## src/rtl/sbox_sched.sv

```systemverilog
// ============================================================================
// Module      : sbox_sched
// Description : Two-requester, round-robin, time-shared DES S-box engine that
//               walks S1..S8 over one 6-bit lookup bus, one S-box per cycle.
// Revision    : 1.0 - initial release
// ============================================================================
`default_nettype none

// Single DES S-box. TABLE holds 64 nibbles in row-major order, entry 0 in
// the top nibble.
module sbox_lut #(
  parameter logic [255:0] TABLE = '0
) (
  input  logic [5:0] i_idx,
  output logic [3:0] o_val
);
  logic [5:0] w_pos;
  logic [7:0] w_bit;

  // Row comes from the outer bits, column from the middle four.
  assign w_pos = {i_idx[5], i_idx[0], i_idx[4:1]};
  assign w_bit = 8'd255 - {w_pos, 2'b00};
  assign o_val = TABLE[w_bit -: 4];
endmodule

module sbox_sched (
  input  logic        i_clk,
  input  logic        i_rst,
  input  logic [1:0]  i_req_valid,
  input  logic [47:0] i_req_data0,
  input  logic [47:0] i_req_data1,
  output logic [1:0]  o_req_ready,
  output logic        o_rsp_valid,
  output logic        o_rsp_id,
  output logic [31:0] o_rsp_data,
  input  logic        i_rsp_ready
);
  typedef enum logic [1:0] {
    S_IDLE = 2'd0,
    S_RUN  = 2'd1,
    S_DONE = 2'd2
  } state_t;

  state_t      r_state;
  state_t      w_state_nxt;
  logic [2:0]  r_step;
  logic        r_rr;
  logic        r_id;
  logic [47:0] r_op;
  logic [31:0] r_result;

  logic [1:0]  w_grant;
  logic        w_accept;
  logic        w_grant_id;
  logic [5:0]  w_op_base;
  logic [4:0]  w_res_base;
  logic [5:0]  w_idx;
  logic [3:0]  w_sbox [8];
  logic [3:0]  w_nib;

  // Step k reads operand bits 47-6k down and writes result bits 31-4k down.
  assign w_op_base  = 6'd47 - ({1'b0, r_step, 2'b00} + {2'b00, r_step, 1'b0});
  assign w_res_base = 5'd31 - {r_step, 2'b00};
  assign w_idx      = r_op[w_op_base -: 6];
  assign w_nib      = w_sbox[r_step];

  sbox_lut #(.TABLE(256'hE4D12FB83A6C5907_0F74E2D1A6CB9538_41E8D62BFC973A50_FC8249175B3EA06D))
    u_sbox1 (.i_idx(w_idx), .o_val(w_sbox[0]));
  sbox_lut #(.TABLE(256'hF18E6B34972DC05A_3D47F28EC01A69B5_0E7BA4D158C6932F_D8A13F42B67C05E9))
    u_sbox2 (.i_idx(w_idx), .o_val(w_sbox[1]));
  sbox_lut #(.TABLE(256'hA09E63F51DC7B428_D70934A6285ECBF1_D6498F30B12C5AE7_1AD069874FE3B52C))
    u_sbox3 (.i_idx(w_idx), .o_val(w_sbox[2]));
  sbox_lut #(.TABLE(256'h7DE3069A1285BC4F_D8B56F03472C1AE9_A690CB7DF13E5284_3F06A1D8945BC72E))
    u_sbox4 (.i_idx(w_idx), .o_val(w_sbox[3]));
  sbox_lut #(.TABLE(256'h2C417AB6853FD0E9_EB2C47D150FA3986_421BAD78F9C5630E_B8C71E2D6F09A453))
    u_sbox5 (.i_idx(w_idx), .o_val(w_sbox[4]));
  sbox_lut #(.TABLE(256'hC1AF92680D34E75B_AF427C9561DE0B38_9EF528C3704A1DB6_432C95FABE17608D))
    u_sbox6 (.i_idx(w_idx), .o_val(w_sbox[5]));
  sbox_lut #(.TABLE(256'h4B2EF08D3C975A61_D0B7491AE35C2F86_14BDC37EAF680592_6BD814A7950FE23C))
    u_sbox7 (.i_idx(w_idx), .o_val(w_sbox[6]));
  sbox_lut #(.TABLE(256'hD2846FB1A93E50C7_1FD8A374C56B0E92_7B419CE206ADF358_21E74A8DFC90356B))
    u_sbox8 (.i_idx(w_idx), .o_val(w_sbox[7]));

  always_comb begin
    w_state_nxt = r_state;
    w_grant     = 2'b00;
    case (r_state)
      S_IDLE: begin
        if (&i_req_valid) w_grant = r_rr ? 2'b10 : 2'b01;
        else              w_grant = i_req_valid;
        if (|i_req_valid) w_state_nxt = S_RUN;
      end
      S_RUN: begin
        if (r_step == 3'd7) w_state_nxt = S_DONE;
      end
      S_DONE: begin
        if (i_rsp_ready) w_state_nxt = S_IDLE;
      end
      default: w_state_nxt = S_IDLE;
    endcase
  end

  assign w_accept   = |w_grant;
  assign w_grant_id = w_grant[1];

  always_ff @(posedge i_clk) begin
    if (i_rst) begin
      r_state  <= S_IDLE;
      r_step   <= 3'd0;
      r_rr     <= 1'b0;
      r_id     <= 1'b0;
      r_op     <= 48'd0;
      r_result <= 32'd0;
    end else begin
      r_state <= w_state_nxt;
      if (w_accept) begin
        r_op     <= w_grant_id ? i_req_data1 : i_req_data0;
        r_id     <= w_grant_id;
        r_result <= 32'd0;
        r_step   <= 3'd0;
        r_rr     <= ~w_grant_id;
      end else if (r_state == S_RUN) begin
        r_result[w_res_base -: 4] <= w_nib;
        if (r_step != 3'd7) r_step <= r_step + 3'd1;
      end
    end
  end

  assign o_req_ready = w_grant;
  assign o_rsp_valid = (r_state == S_DONE);
  assign o_rsp_id    = r_id;
  assign o_rsp_data  = r_result;
endmodule

`default_nettype wire
```

## config.mk

```make
export PLATFORM = sky130hd
export DESIGN_NAME = sbox_sched
export DESIGN_NICKNAME = d
export VERILOG_FILES = /design/src/rtl/sbox_sched.sv
export SDC_FILE = /design/constraint.sdc
export NUM_CORES = 1
export LEC_CHECK = 0
export ABC_AREA = 1
export BUFFER_PORTS_ARGS = -buffer_cell sky130_fd_sc_hd__clkbuf_2
export CAP_MARGIN = 40
export CORE_UTILIZATION = 36
export DETAILED_ROUTE_END_ITERATION = 6
export SETUP_SLACK_MARGIN = 0.5
export SLEW_MARGIN = 10
export SYNTH_ARGS = -nofsm -noshare
export SYNTH_HDL_FRONTEND = slang
export SYNTH_SLANG_ARGS = --single-unit
```

## constraint.sdc

```tcl
create_clock -name i_clk -period 7.2 [get_ports i_clk]
set_input_delay 0.72 -clock i_clk [delete_from_list [all_inputs] [get_ports i_clk]]
set_output_delay 0.72 -clock i_clk [all_outputs]
set_load 0.03 [all_outputs]
```

After elaboration in Yosys (flattened, before gate mapping)
Index checks and enable logic that the tools add are counted.

Register bits after elaboration: 87. Bits in latches: 0. RAM bits: 0. ROM bits: 0. Input bits: 101. Output and inout port bits: 36. Logic and storage cells: 52. Memories kept: 0.

Add/sub/neg operators: 6. Multiply operators: 0. Divide/modulo/power cells: 0. Magnitude comparators: 1. Equality and inequality tests: 7. Shifts and indexed selects: 11. Multiplexer cells: 12. Bitwise logic cells: 2. Reductions and logical operators: 7.

Operators by type and width (number): $shiftx 259x9->4 const A (8); $shiftx 53x7->6 (1); $mux 48 (1); $shift 4x7->35 const A (1); $shiftx 4x7->35 (1); $bwmux 32 (1); $bmux 4 s3 (1); $mux 2 (6); $mux 4 (2); $sub 8x8->8 const A (1); $neg 5->7 (1); $add 5x4->6 (1); $pmux 2 s3 (1); $sub 6x6->6 const A (1); $sub 5x5->5 const A (1); $ge 4x4->1 const B (1); $ne 2x2->1 const B (2); $not 3->4 (1); $reduce_and 2->1 (2); $reduce_or 2->1 (2); $add 3x1->3 const B (1); $eq 3x3->1 const B (1); $ne 3x3->1 const B (1); $reduce_and 3->1 (1); other kinds (6) (6).

Depth between registers and ports, before layout
Gate-level depths: netlist of run 1.

Depth in word-level cells: 10. Depth in mapped cells: 35. Depth with buffers taken out: 28.

Hierarchy
A second synthesis of run 1 with hierarchy kept.

Cell total of the unflattened synthesis: 1740. Area total of the unflattened synthesis: 10073.4 um^2.

Modules (own cells, without submodules): sbox_sched (instances 1, cells each 826, area each 5391.4 um^2, sequential area each 1741.7 um^2); sbox_lut at u_sbox2 (instances 1, cells each 117, area each 614.3 um^2, sequential area each 0.0 um^2); sbox_lut at u_sbox6 (instances 1, cells each 116, area each 614.3 um^2, sequential area each 0.0 um^2); sbox_lut at u_sbox5 (instances 1, cells each 120, area each 611.8 um^2, sequential area each 0.0 um^2); sbox_lut at u_sbox3 (instances 1, cells each 118, area each 590.6 um^2, sequential area each 0.0 um^2); sbox_lut at u_sbox1 (instances 1, cells each 117, area each 585.6 um^2, sequential area each 0.0 um^2); sbox_lut at u_sbox8 (instances 1, cells each 113, area each 585.6 um^2, sequential area each 0.0 um^2); sbox_lut at u_sbox4 (instances 1, cells each 103, area each 544.3 um^2, sequential area each 0.0 um^2); sbox_lut at u_sbox7 (instances 1, cells each 110, area each 535.5 um^2, sequential area each 0.0 um^2).

Worst setup path before layout of run 1
Ideal clock, no wire load.

Path type: register -> register. Start point: register r_step[0]. End point: register r_result[11] (netlist: o_rsp_data[11]). Setup time: 70 ps. Arrival: 4537 ps. Data required time: 7130 ps. Setup slack: 2593 ps. Cell stages (with the launch flop): 31. Path buffers: 8. Clock period less this slack: 4607 ps. Cells stage by stage: dfxtp_1 buf_6 inv_4 buf_2 buf_1 buf_2 buf_2 ha_1 ha_1 buf_6 a21oi_1 nand3_1 nand2_1 buf_4 nand3_1 nand2_1 nand2_2 ha_1 inv_1 nand3_1 buf_2 nand3_1 nand3_1 nand2_1 nand2_1 nand3_1 nand3_1 nand3_1 nand2_2 nand3_1 a21oi_1.

Longest elaborated chain between the ends: 10. Elaborated cells on any way between the ends: 21. Classes of those cells: add/sub (5); shift (11); mux (4); bitwise (1).

Ends and longest elaborated chain: start: declaration (line 46) `logic [2:0] r_step;`; start signal: assignment (line 124) `if (r_step != 3'd7) r_step <= r_step + 3'd1;`; $add 5x4->6 * (line 62) `assign w_op_base = 6'd47 - ({1'b0, r_step, 2'b00} + {2'b00, r_step, 1'b0});`; $sub 6x6->6 * (line 62); via w_op_base[1] (line 55) `logic [5:0] w_op_base;`; $shiftx 53x7->6 * (line 64) `assign w_idx = r_op[w_op_base -: 6];`; $sub 8x8->8 * (line 22) `assign w_bit = 8'd255 - {w_pos, 2'b00};`; $shiftx 259x9->4 (line 23) `assign o_val = TABLE[w_bit -: 4];`; $bmux 4 s3 * (line 65) `assign w_nib = w_sbox[r_step];`; $mux 4 (implied by the code) * (2 in series) (line 65); $shiftx 4x7->35 * (line 123) `r_result[w_res_base -: 4] <= w_nib;`; $bwmux 32 * (line 123); end signal: indexed assignment (line 123); end: declaration (line 50) `logic [31:0] r_result;`.

The timed path passes the listed nets; every way through them passes the cells marked *. The select of a mux whose other input is x is not followed. A chain may end at the register's enable or synchronous reset.

Final worst setup path of run 1
Start point: register r_step[1]. End point: register r_result[29] (netlist: o_rsp_data[29]).

Longest elaborated chain between the ends: 10. Elaborated cells on any way between the ends: 21. Classes of those cells: add/sub (5); shift (11); mux (4); bitwise (1).

Ends and longest elaborated chain (line): $add 5x4->6 (62); $sub 6x6->6 (62); $shiftx 53x7->6 (64); $sub 8x8->8 (22); $shiftx 259x9->4 (23); $bmux 4 s3 (65); $mux 4 (implied by the code) (2 in series) (65); $shiftx 4x7->35 (123); $bwmux 32 * (123).

Mark *: on every way between the ends. The rest lies on a longest branch, timed or not. The select of a mux whose other input is x is not followed.

==> results_dict.tcl, run 1 <==
set metrics [dict create \
    synth_ff_type "dfxtp_1" \
    area_delta_synth_final_pct 13.0 \
    route.detailed.drc 0 \
    first_pass_iters 6 \
    max_cap_violations 0 \
    ant_nets 0 \
    fin_skew_ns 0.00753 \
    crit_top_cell "nand2_1" \
    die_y_um 149 \
    crit_type "register to register" \
    port_buffers 136 \
    dieArea_um2 22300 \
    clockBufferDepth 2 \
    pin_count 137 \
    min_path_type "register to register" \
    core_area_um2 21200 \
    cts.hold.buffers_added 0 \
    syn_inst 1323 \
    placement_rows 53 \
    maxSlewViolCount 0 \
    hold_viol 0 \
    via_per_inst 5.69 \
    synth_fp_nets 1444 \
    clk_pin_slew_ns 0.07 \
    tightest_slew_ns 0.927 \
    start_util_pct 37.0 \
    ys_types 37 \
    synth_warnings 0 \
    syn_area_per_cell_um2 5.92 \
    cp_data_required_time_ns 7.47 \
    critPathMaxStageDelay_ns 0.62 \
    maxClockFrequency_mhz 176 \
    fin_crit_sh_pct 79.1 \
    grt_max_degree 73 \
    grt_pass1_vias 8766 \
    dp_hpwl_um 20500 \
    die_w_um 149 \
    gr-usage-all-layers_pct 25.6 \
    ctsHtreeMaxLevel 3 \
    slowest_stage "ha_1" \
    leakage_nw 4.18 \
    setup_viol 0 \
    overflow 0 \
    drt-total-wl_um 28400 \
    vdd_drop_max_uv 227 \
    startpoint_type "register" \
    hp-start "r_op[14]$_SDFFE_PP0P_" \
    dp.cells 1660 \
    status "completed" \
    synth-edff-count 0 \
    hold_path_depth 2 \
    vias 9530 \
    drtIter0Drc 1161 \
    holdWs_ns 0.470 \
    post-cts-setup-buffer-count 0 \
    antenna_found_initial 1 \
    synth_area_um2 7830 \
    cts_sinks 87 \
    rsz0062_at_grt "no" \
    fin_cells 1676 \
    critPathCaptureType "register" \
    wl_per_cell_um 16.9 \
    ctsRootBufferMaster "clkbuf_16" \
    drive_gt1_share_pct 15.9 \
    finalPower_w 0.00331 \
    path_max_fanout 19 \
    tns_ns 0 \
    cts_made_buffers 9 \
    r2r_cells 23 \
    antenna_cells 0 \
    cts-resized-gates 0 \
    gp_congestion 1.02 \
    ys_seq_area_share_pct 22.2 \
    final_nets 1517 \
    crit_start "r_step[1]$_SDFFE_PP0P_" \
    worst_skew_pair.late_latency_ns 0.35 \
    cp.arrival_ns 5.97 \
    fin_crit_ns 5.69 \
    path_cells "clkinv_1 -> ha_1 -> ha_1 -> nand3_2 -> nand3_1 -> nand2_1 -> nand2_1 -> nand2_1 -> nand3_1 -> nand2_1 -> ha_1 -> nand3_2 -> nand3_2 -> nand2_1 -> nand2_1 -> nand3_1 -> nand3_1 -> nand2_1 -> nand2_1 -> nand3_1 -> nand2_2 -> nand3_1 -> a21oi_1" \
    grt_pass1_wl_um 45600 \
    synth-async-reset-ratio_pct 0 \
    slew_headroom_pct 37.9 \
    r2r-start "r_step[1]$_SDFFE_PP0P_" \
    powerDensity_nw_per_um2 374 \
    cts_tree "yes" \
    final_util_pct 41.8 \
    synth_seq_cells 87 \
]
## worst paths after layout
| kind | endpoint | slack, ns |
|---|---|---|
| max | o_rsp_data[29]$_SDFFE_PP0P_ | 1.51 |
| min | r_op[14]$_SDFFE_PP0P_ | 0.47 |
| max reg2reg | o_rsp_data[29]$_SDFFE_PP0P_ | 1.51 |
| min reg2reg | r_op[14]$_SDFFE_PP0P_ | 0.47 |
## worst max-delay path: cells and delay by family (launching register included)
kind / cells / cell delay (ns)
AND/OR/NAND/NOR: 18 / 2.99
adder cells (fa/ha/maj): 3 / 1.62
buffers and inverters: 1 / 0.50
AO/OA/AOI/OAI: 1 / 0.17
flip-flops: 1 / 0.33
## final cells by class
class / count / area, um2
clock inverter: 7 / 109
fill: 2280 / 12300
inverter: 71 / 274
timing repair buffer: 151 / 838
multi-input combinational: 1076 / 5320
clock buffer: 9 / 225
tap: 275 / 344
sequential: 87 / 1740
## sequential cells by signal (all words and copies together), names as in the netlist
| signal | flops |
|---|---|
| r_state | 2 |
| r_rr | 1 |
| r_step | 3 |
| o_rsp_data | 32 |
| o_rsp_id | 1 |
| r_op | 48 |
## logic make-up (layout without fill, tap and decap cells)
kind of cell	count (synthesis)	in the layout	synth area share, %
simple gates	874	874	50.7
compound gates	182	182	13.9
buf+inv	160	238	9.96
flops	87	87	22.2
fa+ha+maj	20	20	3.20
## cells in the mapped netlist, drive strengths merged (9+ instances only)
master | number | area share [%]
nand2 | 455 | 23
nand3 | 363 | 24
dfxtp | 87 | 22
inv | 69 | 3.4
a21oi | 62 | 4.3
buf | 61 | 5.1
o21ai | 60 | 3.8
nor2 | 45 | 2.4
clkbuf | 28 | 1.3
ha | 20 | 3.2
a22oi | 16 | 1.5
a31oi | 14 | 1.2
nand4 | 9 | 0.72
o31ai | 9 | 0.86
## where the power goes
| part | internal [W] | switching (W) |
|---|---|---|
| Clock | 0.000312 | 0.000211 |
| Sequential | 0.000513 | 0.0000250 |
| Combinational | 0.000653 | 0.00159 |
| Total | 0.00148 | 0.00183 |
## cells in the final DEF, fill, tap and decap left out, drive strengths merged, types with 3 or more instances in the layout
master / Yosys / layout
o211ai: 6 / 6
clkbuf: 28 / 145
nand3: 363 / 363
a22oi: 16 / 16
o32ai: 5 / 5
a31oi: 14 / 14
clkinv: 2 / 3
buf: 61 / 15
a21o: 3 / 3
ha: 20 / 20
a21oi: 62 / 62
nor2: 45 / 45
a221oi: 4 / 4
o21ai: 60 / 60
nand4: 9 / 9
o31ai: 9 / 9
inv: 69 / 73
dfxtp: 87 / 87
nand2: 455 / 455
## per-layer routing
layer  track usage, %  routed length, um
met2             39.5              12300
met4             12.1               1110
met3             4.79               2730
met5                0                  0
met1             34.1              12200
## per-stage QoR
stage | setup slack, ns | instance area (um2)
6_report | 1.51 | 8850
5_1_grt | 1.06 | 8850
4_1_cts | 1.63 | 8850
3_5_place_dp | 1.66 | 8520
3_3_place_gp | 1.80 | 8450
2_1_floorplan | 2.59 | 7830
Note: power is estimated with default switching activity, not from simulation.
==> inputs of run 2 (changes only) <==
==> constraint.sdc (replaced) <==
create_clock -name i_clk -period 5.8 [get_ports i_clk]
set_input_delay 0.58 -clock i_clk [delete_from_list [all_inputs] [get_ports i_clk]]
set_output_delay 0.58 -clock i_clk [all_outputs]
set_load 0.03 [all_outputs]
==> results_dict.tcl, run 2 (synthesized netlist as in run 1, its figures left out) <==
set metrics [dict create \
    status "completed" \
    finalPower_w 0.00417 \
    grt_max_degree 64 \
    cts_made_buffers 9 \
    vdd_drop_max_uv 190 \
    fin_crit_sh_pct 83.3 \
    maxSlewViolCount 0 \
    wl_per_cell_um 17.2 \
    worst_skew_pair.late_latency_ns 0.35 \
    cts-resized-gates 0 \
    setup_viol 0 \
    path_max_fanout 15 \
    fillers 2335 \
    grt_pass1_vias 8694 \
    grt_pass1_wl_um 46500 \
    dp.cells 1669 \
    final_nets 1526 \
    dp_hpwl_um 21200 \
    clk_pin_slew_ns 0.07 \
    regMostFlops "r_op" \
    die_y_um 149 \
    cts.hold.buffers_added 0 \
    start_util_pct 37.0 \
    antenna_cells 0 \
    drt-total-wl_um 29000 \
    clockBufferDepth 2 \
    die_w_um 149 \
    ctsRootBufferMaster "clkbuf_16" \
    overflow 0 \
    fin_skew_ns 0.00761 \
    gp_congestion 1.01 \
    rsz0062_at_grt "no" \
    drtIter0Drc 1118 \
    route.detailed.drc 0 \
    area_delta_synth_final_pct 13.8 \
    critPathCaptureType "register" \
    cp_data_required_time_ns 6.07 \
    leakage_nw 4.22 \
    cts_sinks 87 \
    crit_top_cell "nand2_1" \
    antenna_found_initial 0 \
    ant_nets 0 \
    powerDensity_nw_per_um2 468 \
    dieArea_um2 22300 \
    cp.arrival_ns 5.10 \
    crit_type "register to register" \
    largest_reg_flops 48 \
    r2r_cells 25 \
    vias 9534 \
    layout_common_cells "426 x nand2_1, 350 x nand3_1, 136 x clkbuf_2, 86 x dfxtp_1, 62 x inv_1" \
    drive_gt1_share_pct 16.6 \
    post-cts-setup-buffer-count 0 \
    first_pass_iters 7 \
    tns_ns 0 \
    slowest_stage "ha_2" \
    place_area_um2 8580 \
    ctsHtreeMaxLevel 3 \
    min_path_type "register to register" \
    port_buffers 136 \
    tightest_slew_ns 0.894 \
    maxClockFrequency_mhz 207 \
    fin_cells 1685 \
    placement_rows 53 \
    dp_slack_ns 0.854 \
    pin_count 137 \
    gr-usage-all-layers_pct 26.1 \
    hold_viol 0 \
    slew_headroom_pct 40.3 \
    critPathMaxStageDelay_ns 0.50 \
    stdcell_area_um2 8910 \
    via_per_inst 5.66 \
    layout_setup_ws_ns 0.968 \
    layout_commonest_cell "nand2_1" \
    fin_crit_ns 4.83 \
    cts_tree "yes" \
    startpoint_type "register" \
    hold_path_depth 2 \
    max_cap_violations 0 \
    core_area_um2 21200 \
]
## run 2: layout make-up
cell class / instances / area [um2] / share of cell area [%]
Tap cell: 275 / 344 / 3.86
Multi-Input combinational cell: 1076 / 5320 / 59.7
Timing Repair Buffer: 160 / 898 / 10.1
Sequential cell: 87 / 1740 / 19.6
Inverter: 71 / 274 / 3.08
Clock buffer: 9 / 225 / 2.53
Clock inverter: 7 / 103 / 1.15
## run 2: power by group
| part | leakage, nW | internal (W) | total (W) | switching [W] |
|---|---|---|---|---|
| Clock | 0.163 | 0.000384 | 0.000646 | 0.000262 |
| Combinational | 3.34 | 0.000835 | 0.00286 | 0.00202 |
| Sequential | 0.713 | 0.000637 | 0.000667 | 0.0000305 |
## run 2: per-layer routing
layer	vias to the layer above	track usage (%)	wire [um]
met2	522	40.1	12700
met1	4295	36.8	12900
met4	0	10.0	913
met3	66	3.29	2540
li1	4651	-	-
met5	-	0	0
## run 2: final timing paths
path / startpoint / endpoint / slack, ns
worst max-delay path: r_step[2]$_SDFFE_PP0P_ / o_rsp_data[0]$_SDFFE_PP0P_ / 0.97
worst min-delay path: o_rsp_id$_SDFFE_PP0P_ / o_rsp_id$_SDFFE_PP0P_ / 0.46
worst max register to register: r_step[2]$_SDFFE_PP0P_ / o_rsp_data[0]$_SDFFE_PP0P_ / 0.97
worst min register to register: o_rsp_id$_SDFFE_PP0P_ / o_rsp_id$_SDFFE_PP0P_ / 0.46
## run 2: critical path: cells and delay by family (launching register included)
kind,cells,cell delay (ns)
fa+ha+maj,3,1.32
buf+inv,3,0.50
compound gates,1,0.16
simple gates,18,2.27
flops,1,0.48
## run 2: stage by stage
step / hold WS (ns) / util, %
detailed placement: 0.455 / 40.5
global route: 0.467 / 42.1
CTS: 0.459 / 42.1
floorplan: 0.445 / -
finish: 0.464 / 42.1
global placement: 0.454 / 40.4
